$ cat src/rtl/fft_frame_seq.sv
// rtl/fft_frame_seq.sv - frame sequencer for the xfft_0 core: reset, configure, load NFFT samples, count NFFT bins
// Optional UNLOAD watchdog (with its TIMEOUT_CYC parameter) is built only when FFT_SEQ_TIMEOUT_EN is defined.
module fft_frame_seq #(
  parameter int          NFFT_LOG2  = 12,
  parameter logic [7:0]  CFG_WORD   = 8'h01,
  parameter int          RST_CYCLES = 2
`ifdef FFT_SEQ_TIMEOUT_EN
  ,
  parameter logic [15:0] TIMEOUT_CYC = 16'd65535
`endif
) (
  input  logic                 fft_clk,
  input  logic                 rst_n,
  input  logic                 start,
  input  logic                 cont_mode,
  input  logic [9:0]           ad_data,
  output logic                 fft_aresetn,
  output logic [7:0]           cfg_tdata,
  output logic                 cfg_tvalid,
  input  logic                 cfg_tready,
  output logic [31:0]          s_tdata,
  output logic                 s_tvalid,
  output logic                 s_tlast,
  input  logic                 s_tready,
  input  logic                 m_tvalid,
  input  logic                 m_tlast,
  output logic [NFFT_LOG2-1:0] bin_index,
  output logic                 bin_valid,
  output logic                 busy,
  output logic                 frame_done,
  output logic                 err
);

  localparam int             CW       = NFFT_LOG2 + 1;
  localparam logic [CW-1:0]  CNT_LAST = CW'((1 << NFFT_LOG2) - 1);
  localparam int             RW       = $clog2(RST_CYCLES + 1);
  localparam logic [RW-1:0]  RST_LAST = RW'(RST_CYCLES - 1);

  localparam logic [2:0] S_IDLE   = 3'd0;
  localparam logic [2:0] S_RESET  = 3'd1;
  localparam logic [2:0] S_CONFIG = 3'd2;
  localparam logic [2:0] S_LOAD   = 3'd3;
  localparam logic [2:0] S_UNLOAD = 3'd4;
  localparam logic [2:0] S_DONE   = 3'd5;
  localparam logic [2:0] S_ABORT  = 3'd6;

  logic [2:0]           state_q, state_d;
  logic [RW-1:0]        rst_cnt_q, rst_cnt_d;
  logic [CW-1:0]        in_cnt_q, in_cnt_d;
  logic [CW-1:0]        out_cnt_q, out_cnt_d;
  logic [9:0]           sample_q, sample_d;
  logic                 fft_aresetn_q, fft_aresetn_d;
  logic                 cfg_tvalid_q, cfg_tvalid_d;
  logic                 s_tvalid_q, s_tvalid_d;
  logic                 s_tlast_q, s_tlast_d;
  logic [NFFT_LOG2-1:0] bin_index_q, bin_index_d;
  logic                 bin_valid_q, bin_valid_d;
  logic                 busy_q, busy_d;
  logic                 frame_done_q, frame_done_d;
  logic                 err_q, err_d;
`ifdef FFT_SEQ_TIMEOUT_EN
  logic [15:0]          wd_q, wd_d;
`endif

  assign fft_aresetn = fft_aresetn_q;
  assign cfg_tdata   = CFG_WORD;
  assign cfg_tvalid  = cfg_tvalid_q;
  assign s_tdata     = {16'h0000, 6'b000000, sample_q};
  assign s_tvalid    = s_tvalid_q;
  assign s_tlast     = s_tlast_q;
  assign bin_index   = bin_index_q;
  assign bin_valid   = bin_valid_q;
  assign busy        = busy_q;
  assign frame_done  = frame_done_q;
  assign err         = err_q;

  // Every output is a flop, so each transition also loads the outputs of the state being entered.
  always_comb begin
    state_d       = state_q;
    rst_cnt_d     = rst_cnt_q;
    in_cnt_d      = in_cnt_q;
    out_cnt_d     = out_cnt_q;
    sample_d      = sample_q;
    fft_aresetn_d = fft_aresetn_q;
    cfg_tvalid_d  = cfg_tvalid_q;
    s_tvalid_d    = s_tvalid_q;
    s_tlast_d     = s_tlast_q;
    bin_index_d   = bin_index_q;
    bin_valid_d   = 1'b0;
    busy_d        = busy_q;
    frame_done_d  = 1'b0;
    err_d         = err_q;
`ifdef FFT_SEQ_TIMEOUT_EN
    wd_d          = 16'd0;
`endif

    case (state_q)
      S_IDLE: begin
        if (start) begin
          state_d       = S_RESET;
          rst_cnt_d     = '0;
          fft_aresetn_d = 1'b0;
          busy_d        = 1'b1;
          err_d         = 1'b0;
        end
      end

      S_RESET: begin
        rst_cnt_d = rst_cnt_q + 1'b1;
        if (rst_cnt_q == RST_LAST) begin
          state_d       = S_CONFIG;
          fft_aresetn_d = 1'b1;
          cfg_tvalid_d  = 1'b1;
        end
      end

      S_CONFIG: begin
        if (cfg_tvalid_q && cfg_tready) begin
          state_d      = S_LOAD;
          cfg_tvalid_d = 1'b0;
          s_tvalid_d   = 1'b1;
          s_tlast_d    = 1'b0;
          sample_d     = ad_data;
          in_cnt_d     = '0;
        end
      end

      S_LOAD: begin
        if (s_tvalid_q && s_tready) begin
          sample_d = ad_data;
          in_cnt_d = in_cnt_q + 1'b1;
          if (s_tlast_q) begin
            state_d    = S_UNLOAD;
            s_tvalid_d = 1'b0;
            s_tlast_d  = 1'b0;
            out_cnt_d  = '0;
          end else begin
            s_tlast_d = ((in_cnt_q + 1'b1) == CNT_LAST);
          end
        end
      end

      S_UNLOAD: begin
        if (m_tvalid) begin
          bin_valid_d = 1'b1;
          bin_index_d = out_cnt_q[NFFT_LOG2-1:0];
          out_cnt_d   = out_cnt_q + 1'b1;
          // The local count owns frame length; a misplaced m_tlast only flags an error.
          if (m_tlast != (out_cnt_q == CNT_LAST)) begin
            err_d = 1'b1;
          end
          if (out_cnt_q == CNT_LAST) begin
            state_d = S_DONE;
          end
        end
`ifdef FFT_SEQ_TIMEOUT_EN
        else begin
          wd_d = wd_q + 16'd1;
          if ((wd_q + 16'd1) == TIMEOUT_CYC) begin
            state_d       = S_ABORT;
            err_d         = 1'b1;
            fft_aresetn_d = 1'b0;
            rst_cnt_d     = '0;
          end
        end
`endif
      end

      S_DONE: begin
        frame_done_d = 1'b1;
        if (cont_mode) begin
          state_d    = S_LOAD;
          s_tvalid_d = 1'b1;
          s_tlast_d  = 1'b0;
          sample_d   = ad_data;
          in_cnt_d   = '0;
          out_cnt_d  = '0;
        end else begin
          state_d = S_IDLE;
          busy_d  = 1'b0;
        end
      end

`ifdef FFT_SEQ_TIMEOUT_EN
      S_ABORT: begin
        rst_cnt_d = rst_cnt_q + 1'b1;
        if (rst_cnt_q == RST_LAST) begin
          state_d       = S_IDLE;
          fft_aresetn_d = 1'b1;
          busy_d        = 1'b0;
        end
      end
`endif

      default: begin
        state_d       = S_IDLE;
        fft_aresetn_d = 1'b1;
        cfg_tvalid_d  = 1'b0;
        s_tvalid_d    = 1'b0;
        s_tlast_d     = 1'b0;
        busy_d        = 1'b0;
      end
    endcase
  end

  always_ff @(posedge fft_clk) begin
    if (!rst_n) begin
      state_q       <= S_IDLE;
      rst_cnt_q     <= '0;
      in_cnt_q      <= '0;
      out_cnt_q     <= '0;
      sample_q      <= '0;
      fft_aresetn_q <= 1'b1;
      cfg_tvalid_q  <= 1'b0;
      s_tvalid_q    <= 1'b0;
      s_tlast_q     <= 1'b0;
      bin_index_q   <= '0;
      bin_valid_q   <= 1'b0;
      busy_q        <= 1'b0;
      frame_done_q  <= 1'b0;
      err_q         <= 1'b0;
`ifdef FFT_SEQ_TIMEOUT_EN
      wd_q          <= 16'd0;
`endif
    end else begin
      state_q       <= state_d;
      rst_cnt_q     <= rst_cnt_d;
      in_cnt_q      <= in_cnt_d;
      out_cnt_q     <= out_cnt_d;
      sample_q      <= sample_d;
      fft_aresetn_q <= fft_aresetn_d;
      cfg_tvalid_q  <= cfg_tvalid_d;
      s_tvalid_q    <= s_tvalid_d;
      s_tlast_q     <= s_tlast_d;
      bin_index_q   <= bin_index_d;
      bin_valid_q   <= bin_valid_d;
      busy_q        <= busy_d;
      frame_done_q  <= frame_done_d;
      err_q         <= err_d;
`ifdef FFT_SEQ_TIMEOUT_EN
      wd_q          <= wd_d;
`endif
    end
  end

endmodule

$ cat config.mk
export PLATFORM = sky130hd
export DESIGN_NAME = fft_frame_seq
export DESIGN_NICKNAME = d
export VERILOG_FILES = /design/src/rtl/fft_frame_seq.sv
export SDC_FILE = /design/constraint.sdc
export NUM_CORES = 1
export LEC_CHECK = 0
export CAP_MARGIN = 20
export CORE_MARGIN = 2
export CORE_UTILIZATION = 50
export DETAILED_ROUTE_END_ITERATION = 12
export GPL_ROUTABILITY_DRIVEN = 0
export GPL_TIMING_DRIVEN = 0
export PLACE_DENSITY = 0.81
export SYNTH_ARGS = -nofsm -noshare
export SYNTH_HDL_FRONTEND = slang
export SYNTH_SLANG_ARGS = --single-unit
$ cat constraint.sdc
create_clock -name fft_clk -period 2.8 [get_ports fft_clk]
set_input_delay 0.42 -clock fft_clk [delete_from_list [all_inputs] [get_ports fft_clk]]
set_output_delay 0.42 -clock fft_clk [all_outputs]
set_load 0.01 [all_outputs]
# Word level (Yosys, flattened, before mapping)
# Index checks and enable logic that the tools add are counted.
# totals
out_inout_bits,60
wordCells,108
ff_bits,61
input_bits,18
# classes
bitwise_logic,4
mux,45
n_eq_ne,19
reduce_logical,23
addsub,3
# ops
operator,count
$mux W13,6
$pmux W13 S3,2
$mux W10,3
$pmux W10 S3,1
$add A13 B1 Y13 const B,2
$eq A13 B12 Y1 const B,2
$mux W3,7
$ne A2 B2 Y1 const B,10
$pmux W3 S6,1
$mux W1,16
$reduce_and A4 Y1,3
$reduce_or A4 Y1,3
$reduce_and A5 Y1,2
$pmux W1 S3,3
$reduce_and A3 Y1,3
$pmux W1 S4,2
$reduce_and A7 Y1,1
$eq A3 B2 Y1 const B,2
$eq A3 B3 Y1 const B,2
$reduce_and A2 Y1,3
$reduce_bool A3 Y1,2
$mux W2,2
$not A1 Y1,4
$pmux W2 S2,1
other kinds (9),11

# Longest topological paths before layout
# Gate-level depths: netlist (run 1).
# logic_depth
ltp_word,5
ltp_mapped,10

# Worst setup path after synthesis (run 1)
# No wires, ideal clock.
# synth_timing
kind,register to register
from,register state_q[1]
to,register out_cnt_q[1]
path_buffers,4
slack_ps,752
stages_incl_launch_ff,11
arrival_ps,1921
path_cell_list,dfxtp_1 -> buf_2 -> buf_2 -> inv_1 -> ha_1 -> mux2i_1 -> a221o_1 -> buf_2 -> buf_2 -> mux2i_1 -> nor2_1
# synth_via
elab_chain_len,3
word_cells_on_any_way,10
cone_classes,eq/ne (7); mux (1); reduce/logical (2)
# synth_lines
item,line_no,text
"start, declared",47,"logic [2:0] state_q, state_d;"
"start signal, assigned",226,state_q <= state_d;
$eq A3 B3 Y1 or $eq A3 B2 Y1 (tied branches),97,case (state_q)
$ne A2 B2 Y1 (no line) or $reduce_bool A3 Y1 (tied branches),n/a,
$reduce_and A5 Y1 (no line),n/a,
"end signal, assigned",229,out_cnt_q <= out_cnt_d;
"end, declared",50,"logic [CW-1:0] out_cnt_q, out_cnt_d;"
# Parallel ways exist; a longest one is shown, timed or not.
# A chain may end at the register's enable or synchronous reset.

# Final worst setup path (run 1)
# Same ends and word-level chain as after synthesis.

==> summary.txt, run 1 <==
n_diodes: 0
# H-tree levels: 3
Synth-to-Final Area Change: 28.7%
sequential area share after synthesis: 38.1%
# resized after CTS: 0
EDFF count, synth: 0
clock insertion delay at the later pin of the skew report: 0.34 ns
final critical path time including I/O delays and setup: 2.57 ns
root buffer cell: clkbuf_8
DP Wirelength: 5.49 mm
worst-case clock buffer depth: 2
Hold Path Stages: 2
setup slack after layout: 0.231 ns
Max VDD drop: 0.000506 V
number of port buffers: 47
leakage: 1.52 nW
Hold Crit Start: bin_index[10]
arrival time at the worst endpoint: 2.79 ns
Synth top area share: 38.1%
total grt overflow: 0
P per Cell Area: 626 nW/um2
dpl ws: 0.219 ns
Synth cell types: 52
FFs w/ async S/R, synth: 0%
Clock Pin Slew Worst Setup and Hold Paths: 0.07 ns
Initial Utilization: 51.0%
Post-Syn Instances: 404
data required time of the worst path: 3.02 ns
largest net degree at the start of global routing: 12
fraction of layout cells with a size suffix above 1: 11.3%
detailed-route via count: 3062
CP Cell Sequence: buf_2, buf_2, inv_1, ha_1, mux2i_1, a221o_1, buf_2, buf_2, mux2i_1, nor2_1
first-pass GRT wire length: 12.6 mm
relative slew slack: 55.8%
hold path endpoint: bin_index[10]
post-route clock period utilization: 91.8%
crit-path max cell delay: 0.37 ns
reg-to-reg slack, setup: 0.23 ns
Synth warnings: 0
die height: 84.1 um
Reg2Reg Capture Point: out_cnt_q[1]
synth top area cells: dfxtp_1 (38%), buf_4 (7.0%), nand2_1 (7.0%)
Pins Over Slew Limit: 0
clock sinks: 61
# DRC: 0
Die X-Extent: 84.1 um
Final Hold Viols: 0
Post-Syn Area: 3200 um2
type of the worst min-delay path: reg2reg
WL/cell: 13.1 um
Synth Area per Inst: 7.93 um2
reg-to-reg startpoint: state_q[1]
vias in the first global route: 2818
CP Capture Type: flip-flop
max-cap violations: 0
post-route ant nets: 0
Routed WL: 7.51 mm
Clock Skew: 0.00429 ns
Core Area: 6280 um2
Worst Reg-to-Reg Cells: 10
Synth Register Bits: 61
Worst path slowest cell: dfxtp_1
most common cell in the netlist: dfxtp_1
vias per inst: 5.35
Post-synth top cells: dfxtp_1 (61), nand2_1 (60), a21oi_1 (36), buf_4 (30), o21ai_0 (23)
CTS tree: yes
unrepaired setup endpoints after global routing: false
postcts setup bufs: 0
Final Util: 65.7%
WHS: 0.458 ns
cell repeated most along the worst path: buf_2
Final setup viols: 0
row count: 29
die area: 7070 um2
Initial DRC Count: 210
number of hold buffers added after CTS: 0
worst slew pin tran: 0.657 ns
Num CTS Buffers: 9
Fmax: 389 MHz
initial antenna violation count: 0
Synth Flop Type: dfxtp_1
Synth area leader: dfxtp_1
worst-path fanout max: 10
IO Pins: 78
Setup TNS Final: 0 ns
DR pass1 iterations: 4
critical path class: reg2reg
status: completed
Total GRT Usage: 21.9%
startpoint types: flip-flop
Final #Nets: 516
-- area by class of cell --
class | count | area, um2
Clock buffer | 10 | 138
Multi-Input combinational cell | 307 | 1730
Clock inverter | 6 | 110
Tap cell | 77 | 96.3
Fill cell | 530 | 2150
Inverter | 14 | 52.6
Buffer | 50 | 308
Sequential cell | 61 | 1220
Timing Repair Buffer | 47 | 470
-- worst max-delay path, delay by kind of cell (launching register included) --
kind | cells | cell delay, ns
buf+inv | 5 | 1.09
mux | 2 | 0.45
flops | 1 | 0.37
compound gates | 1 | 0.28
fa+ha+maj | 1 | 0.21
simple gates | 1 | 0.05
-- metrics by stage --
step / instances / instance area, um2 / power [W]
CTS: 572 / 4120 / 0.00259
detailed placement: 556 / 3880 / 0.00161
global placement: 556 / 3880 / 0.00160
finish: 572 / 4120 / 0.00258
global route: 572 / 4120 / 0.00272
floorplan: 432 / 3310 / 0.00142
-- flip-flops by register name, summed over array words and instances, names as in the netlist --
name,cells
err,1
rst_cnt_q,2
in_cnt_q,13
state_q,3
bin_index,12
fft_aresetn,1
out_cnt_q,13
frame_done,1
bin_valid,1
cfg_tvalid,1
s_tlast,1
sample_q,10
busy,1
s_tvalid,1
-- per-layer routing --
layer	part of all wire [%]	global-route usage (%)	vias up
li1	-	-	1537
met1	45	27.4	1412
met2	47	35.3	104
met3	6.1	5.93	9
met4	1.3	9.68	0
met5	0	0	-
-- logic make-up after synthesis --
| kind of cell | after synthesis | synth area share [%] |
|---|---|---|
| AOI/OAI and AO/OA | 108 | 21.3 |
| xor gates and xnor gates | 7 | 1.91 |
| adders and majority gates | 8 | 3.12 |
| buffers and inverters | 64 | 11.2 |
| DFF | 61 | 38.1 |
| muxes | 3 | 0.937 |
| other | 2 | 0.234 |
| and+or+nand+nor | 151 | 23.2 |
-- worst max path at each step --
stage / start / to / slack, ns
after detailed placement: cont_mode / out_cnt_q[0] / 0.22
after floorplan: state_q[1] / out_cnt_q[1] / 0.75
after CTS: state_q[1] / out_cnt_q[1] / 0.26
final: state_q[1] / out_cnt_q[1] / 0.23
after global routing: state_q[1] / out_cnt_q[1] / 0.05
after global placement: cfg_tready / sample_q[4] / 0.22
-- power by group --
part / leakage, nW / total [W] / internal [W] / switching, W
Sequential: 0.492 / 0.000953 / 0.000919 / 0.0000334
Clock: 0.119 / 0.000975 / 0.000614 / 0.000361
Combinational: 0.913 / 0.000653 / 0.000273 / 0.000380
-- cell usage in the layout (no fill, tap or decap), types with 3 or more instances in the layout --
| cell | synthesis | routed |
|---|---|---|
| buf_2 | 6 | 6 |
| bufinv_16 | 0 | 3 |
| conb_1 | 2 | 30 |
| nor2_1 | 21 | 21 |
| dfxtp_1 | 61 | 61 |
| buf_4 | 30 | 30 |
| or3_1 | 8 | 8 |
| clkbuf_1 | 13 | 13 |
| and2_1 | 3 | 3 |
| a31oi_1 | 3 | 3 |
| nand3b_1 | 4 | 4 |
| ha_1 | 8 | 8 |
| xnor2_1 | 5 | 5 |
| inv_1 | 14 | 14 |
| clkdlybuf4s50_1 | 0 | 47 |
| or4_1 | 8 | 8 |
| and3_1 | 4 | 4 |
| clkbuf_8 | 0 | 10 |
| nand3_1 | 17 | 17 |
| o31ai_1 | 7 | 7 |
| nor3_1 | 6 | 6 |
| o21bai_1 | 3 | 3 |
| nand2_1 | 60 | 60 |
| a21oi_1 | 36 | 36 |
| a21boi_0 | 15 | 15 |
| nor2b_1 | 4 | 4 |
| o21ai_0 | 23 | 23 |
| mux2i_1 | 3 | 3 |
| nand4_1 | 6 | 6 |
No activity file was read; power rests on OpenSTA's default activity.
==> inputs of run 2 (changes only) <==
- CORE_UTILIZATION: 50 -> 45
- PLACE_DENSITY: 0.81 -> 0.77
- clock period: 2.8 -> 2.1 ns (I/O delays scaled with it)
==> run 2 against run 1 <==
Against the previous run: worst hold slack worse by 0.0065 ns; clock power down 7.3%; critical path depth down 2; combinational power up 40%; flip-flop and latch count unchanged; die area up 11%; fmax up 26%; sequential share of layout area down 0.16 points; largest cell class unchanged; wire length up 2.3%; cell count up 3.5%.
==> summary.txt, run 2 (synthesis gave the netlist of run 1 again) <==
Total GRT Usage: 20.1% (was 21.9%)
CP Capture Type: flip-flop (unchanged)
post-route clock period utilization: 96.8% (was 91.8%)
Comb pwr share: 29.3% (was 25.3%)
clock insertion delay at the later pin of the skew report: 0.34 ns (about the same)
vias in the first global route: 2726 (was 2818)
P per Cell Area: 749 nW/um2 (was 626 nW/um2)
clock sinks: 61 (unchanged)
Routed WL: 7.68 mm (was 7.51 mm)
Worst Reg-to-Reg Cells: 8 (was 10)
total grt overflow: 0 (unchanged)
data required time of the worst path: 2.38 ns (was 3.02 ns)
final critical path time including I/O delays and setup: 2.03 ns (was 2.57 ns)
dpl ws: -0.501 ns (was 0.219 ns)
setup slack after layout: 0.0665 ns (was 0.231 ns)
Switching Fraction: 33.0% (was 30.0%)
# H-tree levels: 3 (unchanged)
Core Area: 6830 um2 (was 6280 um2)
Pins Over Slew Limit: 0 (unchanged)
n_diodes: 0 (unchanged)
reg-to-reg startpoint: state_q[1] (unchanged)
DR pass1 iterations: 4 (unchanged)
commonest non-fill, non-tap cell in the layout: nand2_1 (was dfxtp_1)
critical path class: reg2reg (unchanged)
clock power share: 29.0% (was 37.8%)
Int Pwr: 0.00209 W (was 0.00181 W)
Setup TNS Final: 0 ns (unchanged)
Clock Pin Slew Worst Setup and Hold Paths: 0.07 ns (about the same)
arrival time at the worst endpoint: 2.31 ns (was 2.79 ns)
leakage: 1.55 nW (was 1.52 nW)
Die X-Extent: 88.4 um (was 84.1 um)
max-cap violations: 0 (unchanged)
post-route ant nets: 0 (unchanged)
first-pass GRT wire length: 12.3 mm (was 12.6 mm)
initial antenna violation count: 0 (unchanged)
final instance area: 4160 um2 (was 4120 um2)
CTS tree: yes (unchanged)
WL/cell: 13.0 um (was 13.1 um)
Psw: 0.00103 W (was 0.000775 W)
CP Cell Sequence: buf_8, inv_4, ha_2, mux2i_2, a221o_1, buf_6, or4_4, a21oi_2 (was buf_2, buf_2, inv_1, ha_1, mux2i_1, a221o_1, buf_2, buf_2, mux2i_1, nor2_1)
Num CTS Buffers: 9 (unchanged)
worst-case clock buffer depth: 2 (unchanged)
Final setup viols: 0 (unchanged)
Crit. Startpoint: state_q[1] (unchanged)
Reg2Reg Capture Point: out_cnt_q[11] (was out_cnt_q[1])
Setup crit end: out_cnt_q[11] (was out_cnt_q[1])
relative slew slack: 63.9% (was 55.8%)
Initial Utilization: 46.9% (was 51.0%)
vias per inst: 5.12 (was 5.35)
Post-DP Area: 3900 um2 (was 3880 um2)
sequential power share: 41.7% (was 36.9%)
Worst path slowest cell: or4_4 (was dfxtp_1)
Hold Crit Start: sample_q[6] (was bin_index[10])
crit-path max cell delay: 0.48 ns (was 0.37 ns)
Fmax: 492 MHz (was 389 MHz)
type of the worst min-delay path: reg2reg (unchanged)
Final Hold Viols: 0 (unchanged)
Max VDD drop: 0.000530 V (was 0.000506 V)
commonest non-fill, non-tap cells in the layout: nand2_1 (60), dfxtp_1 (59), clkdlybuf4s50_1 (47), a21oi_1 (34), buf_4 (31) (was dfxtp_1 (61), nand2_1 (60), clkdlybuf4s50_1 (47), a21oi_1 (36))
DP Wirelength: 5.47 mm (was 5.49 mm)
root buffer cell: clkbuf_8 (unchanged)
detailed-route via count: 3029 (was 3062)
Final #Nets: 517 (was 516)
Initial DRC Count: 176 (was 210)
placed insts: 575 (was 556)
die height: 88.4 um (was 84.1 um)
row count: 30 (was 29)
Synth-to-Final Area Change: 29.9% (was 28.7%)
Clock Skew: 0.00894 ns (was 0.00429 ns)
# DRC: 0 (unchanged)
Cell Count, Final, Fillers Out: 592 (was 572)
worst-path fanout max: 11 (was 10)
fill count: 631 (was 530)
reg-to-reg slack, setup: 0.07 ns (was 0.23 ns)
startpoint types: flip-flop (unchanged)
number of port buffers: 47 (unchanged)
worst slew pin tran: 0.536 ns (was 0.657 ns)
fraction of layout cells with a size suffix above 1: 14.3% (was 11.3%)
largest net degree at the start of global routing: 11 (was 12)
IO Pins: 78 (unchanged)
die area: 7810 um2 (was 7070 um2)
status: completed (unchanged)
number of hold buffers added after CTS: 0 (unchanged)
-- run 2: final cells by class --
class                   instances  area [um2]  area share [%]
flip-flops and latches         61        1230            29.5
repair buffers                 49         489            11.8
well taps                      96         120            2.89
plain buffers                  49         334            8.03
inverters                      14        55.1            1.32
clock inverters                 4        23.8           0.571
multi-input cells             307        1770            42.5
clock buffers                  12         145            3.49
-- run 2: critical path: cells and delay by family, from the launching register on --
kind	cells	cell delay [ns]
compound gates	2	0.48
flops	1	0.40
buf+inv	3	0.36
simple gates	1	0.48
mux	1	0.08
fa+ha+maj	1	0.17
-- run 2: worst min-delay path by stage --
| stage | to | slack (ns) | depth (start not counted) |
|---|---|---|---|
| after floorplan | sample_q[5] | 0.45 | 2 |
| final | sample_q[6] | 0.45 | 2 |
| after global placement | bin_index[2] | 0.44 | 2 |
| after CTS | bin_index[7] | 0.46 | 2 |
| after global routing | sample_q[6] | 0.47 | 2 |
| after detailed placement | bin_index[7] | 0.45 | 2 |
-- run 2: routing by layer --
layer	vias up	part of all wire (%)	GRT usage [%]
li1	1542	-	-
met1	1364	46	25.4
met2	106	45	31.2
met3	17	6.8	5.22
met4	0	2.2	11.3
met5	-	0	0
-- run 2: repair_timing --
item	CTS	global route
pin swaps	3	2
setup buffers	2	0
resized for setup	13	23
gates cloned	0	0
setup endpoints to repair	29	44
-- run 2: metrics by stage --
step	util, %	total power (W)	hold slack (ns)
floorplan	-	0.00189	0.451
global placement	57.1	0.00213	0.441
detailed placement	57.1	0.00215	0.446
CTS	60.3	0.00310	0.456
global route	60.9	0.00329	0.470
finish	60.9	0.00312	0.451
-- run 2: power by group through the flow --
stage	Sequential, W	Combinational [W]	Clock (W)
floorplan	0.00131	0.000585	0
global placement	0.00129	0.000836	0
detailed placement	0.00130	0.000853	0
CTS	0.00127	0.000906	0.000923
global route	0.00131	0.00102	0.000972
finish	0.00130	0.000913	0.000904
